<file path="src/rtl/psum_pack_writer.sv">
// -----------------------------------------------------------------------------
// psum_pack_writer
//
// Sits downstream of the sfp stage. It accepts one psum_bw-bit result per
// valid/ready handshake and packs col of them into a single col*psum_bw-bit
// word. Each full word is written to the psum SRAM, starting at a base address
// and using consecutive addresses. A start command sets the base address and
// the number of words in the job. done pulses for one cycle when the job ends.
//
// Optional feature macro: PSUM_PACK_FLUSH_EN
//   When defined, the module adds a flush input. A flush during collection
//   writes a partially filled word. The unfilled upper lanes are written as
//   zero.
//
// Ports
//   clk        in   rising-edge clock
//   reset      in   synchronous, active-low reset
//   start      in   job start, honoured only while idle
//   base_addr  in   first SRAM address of the job
//   num_words  in   number of words in the job (0 = empty job)
//   in         in   one sfp result lane
//   in_valid   in   lane on `in` is valid
//   flush      in   (PSUM_PACK_FLUSH_EN only) write the partial word now
//   in_ready   out  block accepts a lane this cycle
//   sram_cen   out  SRAM chip enable, active-low
//   sram_wen   out  SRAM write enable, active-low
//   sram_addr  out  SRAM address
//   sram_d     out  SRAM write data
//   busy       out  a job is collecting or writing
//   done       out  one-cycle job completion pulse
// -----------------------------------------------------------------------------
module psum_pack_writer #(
    parameter int psum_bw = 16,
    parameter int col     = 8,
    parameter int addr_bw = 4,
    parameter int cnt_bw  = 5
) (
    input  logic                   clk,
    input  logic                   reset,
    input  logic                   start,
    input  logic [addr_bw-1:0]     base_addr,
    input  logic [cnt_bw-1:0]      num_words,
    input  logic [psum_bw-1:0]     in,
    input  logic                   in_valid,
`ifdef PSUM_PACK_FLUSH_EN
    input  logic                   flush,
`endif
    output logic                   in_ready,
    output logic                   sram_cen,
    output logic                   sram_wen,
    output logic [addr_bw-1:0]     sram_addr,
    output logic [col*psum_bw-1:0] sram_d,
    output logic                   busy,
    output logic                   done
);

    localparam int LANE_W = (col > 1) ? $clog2(col) : 1;

    typedef enum logic [1:0] {
        IDLE    = 2'd0,
        COLLECT = 2'd1,
        WRITE   = 2'd2,
        DONE    = 2'd3
    } state_t;

    state_t                   state;
    logic [LANE_W-1:0]        lane_cnt;
    logic [cnt_bw-1:0]        word_cnt;
    logic [cnt_bw-1:0]        num_q;
    logic [addr_bw-1:0]       cur_addr;
    logic [col*psum_bw-1:0]   pack;

    logic                     accept;
    logic                     last_lane;
    logic                     do_flush;
    logic                     word_last;
    logic [col*psum_bw-1:0]   pack_next;

    // NOTE: every signal gets a default at the top of always_comb, so no path
    // leaves it unassigned. This keeps the block free of inferred latches.
    always_comb begin
        accept    = in_valid && in_ready;
        last_lane = accept && (lane_cnt == LANE_W'(col - 1));
        pack_next = pack;
        for (int i = 0; i < col; i++) begin
            if (accept && (lane_cnt == LANE_W'(i)))
                pack_next[i*psum_bw +: psum_bw] = in;
        end
`ifdef PSUM_PACK_FLUSH_EN
        // Flush is judged on the lanes already held. A lane accepted in the
        // same cycle is merged into the word through pack_next.
        do_flush = flush && (lane_cnt != '0);
`else
        do_flush = 1'b0;
`endif
        // The compare is one bit wider, so word_cnt+1 cannot wrap.
        word_last = ({1'b0, word_cnt} + 1'b1) >= {1'b0, num_q};
    end

    // NOTE: all state and output registers use non-blocking assignments. Every
    // register then samples the values from before the edge, in any order.
    always_ff @(posedge clk) begin
        if (!reset) begin
            state     <= IDLE;
            lane_cnt  <= '0;
            word_cnt  <= '0;
            num_q     <= '0;
            cur_addr  <= '0;
            pack      <= '0;
            in_ready  <= 1'b0;
            sram_cen  <= 1'b1;
            sram_wen  <= 1'b1;
            sram_addr <= '0;
            sram_d    <= '0;
            busy      <= 1'b0;
            done      <= 1'b0;
        end else begin
            case (state)
                IDLE: begin
                    if (start) begin
                        cur_addr <= base_addr;
                        num_q    <= num_words;
                        word_cnt <= '0;
                        lane_cnt <= '0;
                        pack     <= '0;
                        if (num_words != '0) begin
                            state    <= COLLECT;
                            in_ready <= 1'b1;
                            busy     <= 1'b1;
                        end else begin
                            state <= DONE;
                            done  <= 1'b1;
                        end
                    end
                end

                COLLECT: begin
                    if (accept) begin
                        pack     <= pack_next;
                        lane_cnt <= lane_cnt + LANE_W'(1);
                    end
                    if (last_lane || do_flush) begin
                        // The write data comes from pack_next. A lane accepted
                        // at this edge is therefore included in the word.
                        state     <= WRITE;
                        in_ready  <= 1'b0;
                        sram_cen  <= 1'b0;
                        sram_wen  <= 1'b0;
                        sram_addr <= cur_addr;
                        sram_d    <= pack_next;
                    end
                end

                WRITE: begin
                    sram_cen <= 1'b1;
                    sram_wen <= 1'b1;
                    cur_addr <= cur_addr + addr_bw'(1);
                    word_cnt <= word_cnt + cnt_bw'(1);
                    // Clearing pack makes the lanes of a flushed word that
                    // were never filled read as zero.
                    lane_cnt <= '0;
                    pack     <= '0;
                    if (word_last) begin
                        state <= DONE;
                        busy  <= 1'b0;
                        done  <= 1'b1;
                    end else begin
                        state    <= COLLECT;
                        in_ready <= 1'b1;
                    end
                end

                DONE: begin
                    done  <= 1'b0;
                    state <= IDLE;
                end

                default: state <= IDLE;
            endcase
        end
    end

endmodule
</file>
<file path="config.mk">
export PLATFORM = sky130hd
export DESIGN_NAME = psum_pack_writer
export DESIGN_NICKNAME = d
export VERILOG_FILES = /design/src/rtl/psum_pack_writer.sv
export SDC_FILE = /design/constraint.sdc
export NUM_CORES = 1
export LEC_CHECK = 0
export BUFFER_PORTS_ARGS = -buffer_cell sky130_fd_sc_hd__buf_2
export CORE_AREA = 4 4 162 164
export DETAILED_ROUTE_END_ITERATION = 7
export DIE_AREA = 0 0 166 168
export HOLD_SLACK_MARGIN = 0.02
export PLACE_DENSITY_LB_ADDON = 0.15
export SLEW_MARGIN = 20
export SYNTH_ARGS = -nofsm -noshare
export SYNTH_HDL_FRONTEND = slang
export SYNTH_SLANG_ARGS = --single-unit
</file>
<file path="constraint.sdc">
create_clock -name clk -period 2 [get_ports clk]
set_input_delay 0.4 -clock clk [delete_from_list [all_inputs] [get_ports clk]]
set_output_delay 0.4 -clock clk [all_outputs]
set_load 0.03 [all_outputs]
</file>
==> run_results.csv <==
group,metric,value,unit
outcome,status,"finished, final reports clean",
synthesis,ys_ff_latch,267,
synthesis,postSynthAreaPerCell,8.71,um2
synthesis,ys_types,53,
synthesis,yosys_warnings,0,
power_and_ir_drop,finalPower,11.1,mW
synthesis,syn_inst,1259,
synthesis,synth.top_cell.area_share,48.8,%
timing,worstMarginPinSlew,0.624,ns
timing,max_slew_margin,58.3,%
clock_network,ctsHoldBuffers,0,
timing,fin_crit,1.88,ns
clock_network,cts_buffers,29,
synthesis,async_flop_share,0,%
power_and_ir_drop,p_per_area,842,nW/um2
placed_design,dpl.hpwl,20500,um
drt,routed_via_density,5.59,
global_route,grt_pass1_wl,50400,um
timing,hold_viol_final,0,
synthesis,yosysSeqAreaShare,48.8,%
synthesis,synth_edf_count,0,
cells_and_area,syn2layout_area_growth,20.6,%
cells_and_area,filler_cell_count,2405,
floorplan,dieArea,27900,um2
timing,drv_slew,0,
timing,finalCritPeriodShare,94.2,%
floorplan,io_pins,166,
clock_network,clock_path_buffers,3,
timing,fin_worst_skew,0.0110,ns
drt,drc,0,
setup_path,startpoint_type,"flop",
setup_path,required,2.47,ns
synthesis,synth_most_common_cell,"dfxtp_1",
drt,first_pass_iters,5,
global_route,grt.total_usage,21.8,%
setup_path,cp-end-kind,"flop",
floorplan,core_area,24900,um2
hold_path,hold_class,"in -> reg",
global_route,grt_max_degree,102,
run,maxCapViolations,0,
synthesis,syn-num-nets,1301,
drt,routedWlPerCell,18.4,um
synthesis,yosys.area.top_type,"dfxtp_1",
synthesis,synthTopCellsByCount,"dfxtp_1 (267), nand2_1 (251), nor2_1 (215)",
timing,setup_tns,0,ns
floorplan,floorplan.die.width,166,um
placed_design,dp.cells,1692,
floorplan,num_rows,58,
cells_and_area,n_antenna_cell,0,
global_route,grt.overflow.total,0,
timing,grt_setup_unrepaired,"no",
synthesis,synth_top_flop_cell,"dfxtp_1",
clock_network,h-tree-depth,1,
drt,vias,9754,
drt,drt-total-wl,32100,um
cells_and_area,final_cells,1746,
drt,first_iter_violations,927,
clock_network,cts_tree,"done",
cells_and_area,fin_nets,1441,
timing,setup_viol,0,
timing,fmax,531,MHz
global_route,antenna_found_initial,0,
placed_design,portBuffers,165,
clock_network,worstSkewPairLatency,0.53,ns
clock_network,cts_sinks,267,
clock_network,cts_root_buf,"clkbuf_16",
placed_design,place_congestion,0.809,
floorplan,initial_core_util,44.0,%
power_and_ir_drop,peakVddDrop,0.522,mV
cells_and_area,final_util,53.1,%
setup_path,cp.arrival,2.35,ns
setup_path,crit_type,"reg -> reg",
synthesis,netlist_area,11000,um2
setup_path,cp_max_fo,50,
clock_network,clkTransAtPathRegs,0.06,ns
synthesis,synth.area.top_cells,"dfxtp_1 (49%), nand2_1 (8.6%), nor2_1 (7.4%)",
drt,drtAntennaViolNets,0,
power_and_ir_drop,leakage,4.81,nW
floorplan,die_y,168,um
cells_and_area,drive_above_1_share,22.2,%
global_route,grt_pass1_vias,8935,
[worst paths after layout]
| path | cells after the start | from | endpoint | slack, ns |
|---|---|---|---|---|
| hold / removal | 3 | num_words[2] | num_q[2] | 0.12 |
| setup / recovery | 8 | lane_cnt[1] | sram_d[115] | 0.12 |
| hold reg to reg | 2 | sram_d[113] | sram_d[113] | 0.45 |
| setup reg to reg | 8 | lane_cnt[1] | sram_d[115] | 0.12 |
[where the power goes]
| group | switching [mW] | total, mW | internal [mW] |
|---|---|---|---|
| Combinational | 0.566 | 0.822 | 0.256 |
| Clock | 2.10 | 4.93 | 2.83 |
| Sequential | 0.0328 | 5.39 | 5.35 |
[kinds of logic (layout without fill, tap and decap cells)]
family / count (synthesis) / in the layout / share of synthesized area (%)
compound gates: 305 / 305 / 21.7
xor+xnor: 3 / 3 / 0.240
fa+ha+maj: 13 / 13 / 1.48
buf+inv: 137 / 294 / 6.23
flops: 267 / 267 / 48.8
mux: 7 / 7 / 1.13
simple gates: 527 / 527 / 20.4
[state kept, by name, indices dropped and copies added, names as in the netlist]
register / flops
busy: 1
sram_d: 128
state: 2
sram_wen: 1
word_cnt: 5
num_q: 5
in_ready: 1
sram_addr: 4
pack: 112
lane_cnt: 3
cur_addr: 4
done: 1
[stage by stage]
stage | cell area (um2) | setup WS, ns | hold WS [ns]
after floorplan | 11000 | 0.168 | 0.436
after global placement | 12200 | 0.0711 | 0.441
after detailed placement | 12200 | 0.0150 | 0.448
after CTS | 13100 | 0.00314 | 0.0924
after global routing | 13200 | 0.00275 | 0.117
final | 13200 | 0.117 | 0.120
[cell usage in the layout (no fill, tap or decap), drive strengths merged, types with 2 or more instances in the layout]
cell type  instances
nand2            251
mux2i              7
o221ai            17
nor2b              4
inv               14
and4b              4
a31oi              2
a21oi             49
nand4b             4
a211oi             4
ha                13
nand2b             2
nand3              8
nand4              4
a31o               2
and4               3
a311oi            97
a22oi            100
nor3               2
o2bb2ai           16
and2              17
a221oi             2
buf              232
o21ai              7
clkinv             5
xnor2              2
dfxtp            267
clkbuf            41
nor2             223
o211ai             3
[area by class of cell]
class / count / area, um2 / share of cell area [%]
inverters: 12 / 50.0 / 0.378
clock inverters: 8 / 52.6 / 0.397
multi-input cells: 855 / 4970 / 37.6
repair buffers: 234 / 1580 / 11.9
well taps: 330 / 413 / 3.12
flip-flops and latches: 267 / 5350 / 40.4
clock buffers: 40 / 817 / 6.18
[timing repair]
action	4_1_cts	5_1_grt
gates cloned	1	1
buffers inserted	0	4
endpoints found under the setup margin	3	96
pin swaps	1	3
gates resized for setup	2	10
hold endpoints to repair	0	0
[critical path: stages (launching register included)]
cell     delay, ns
dfxtp_1       0.38
ha_1          0.20
ha_2          0.22
inv_2         0.06
nor2_4        0.20
buf_12        0.14
buf_8         0.31
o21ai_0       0.15
a21oi_1       0.14
[routing by layer]
layer | vias up | part of all wire (%) | global-route usage, %
li1 | 4714 | - | -
met1 | 4724 | 48 | 32.5
met2 | 293 | 45 | 34.3
met3 | 23 | 6.1 | 3.15
met4 | 0 | 0.88 | 3.37
met5 | - | 0 | 0
No activity file was read; power rests on OpenSTA's default activity.
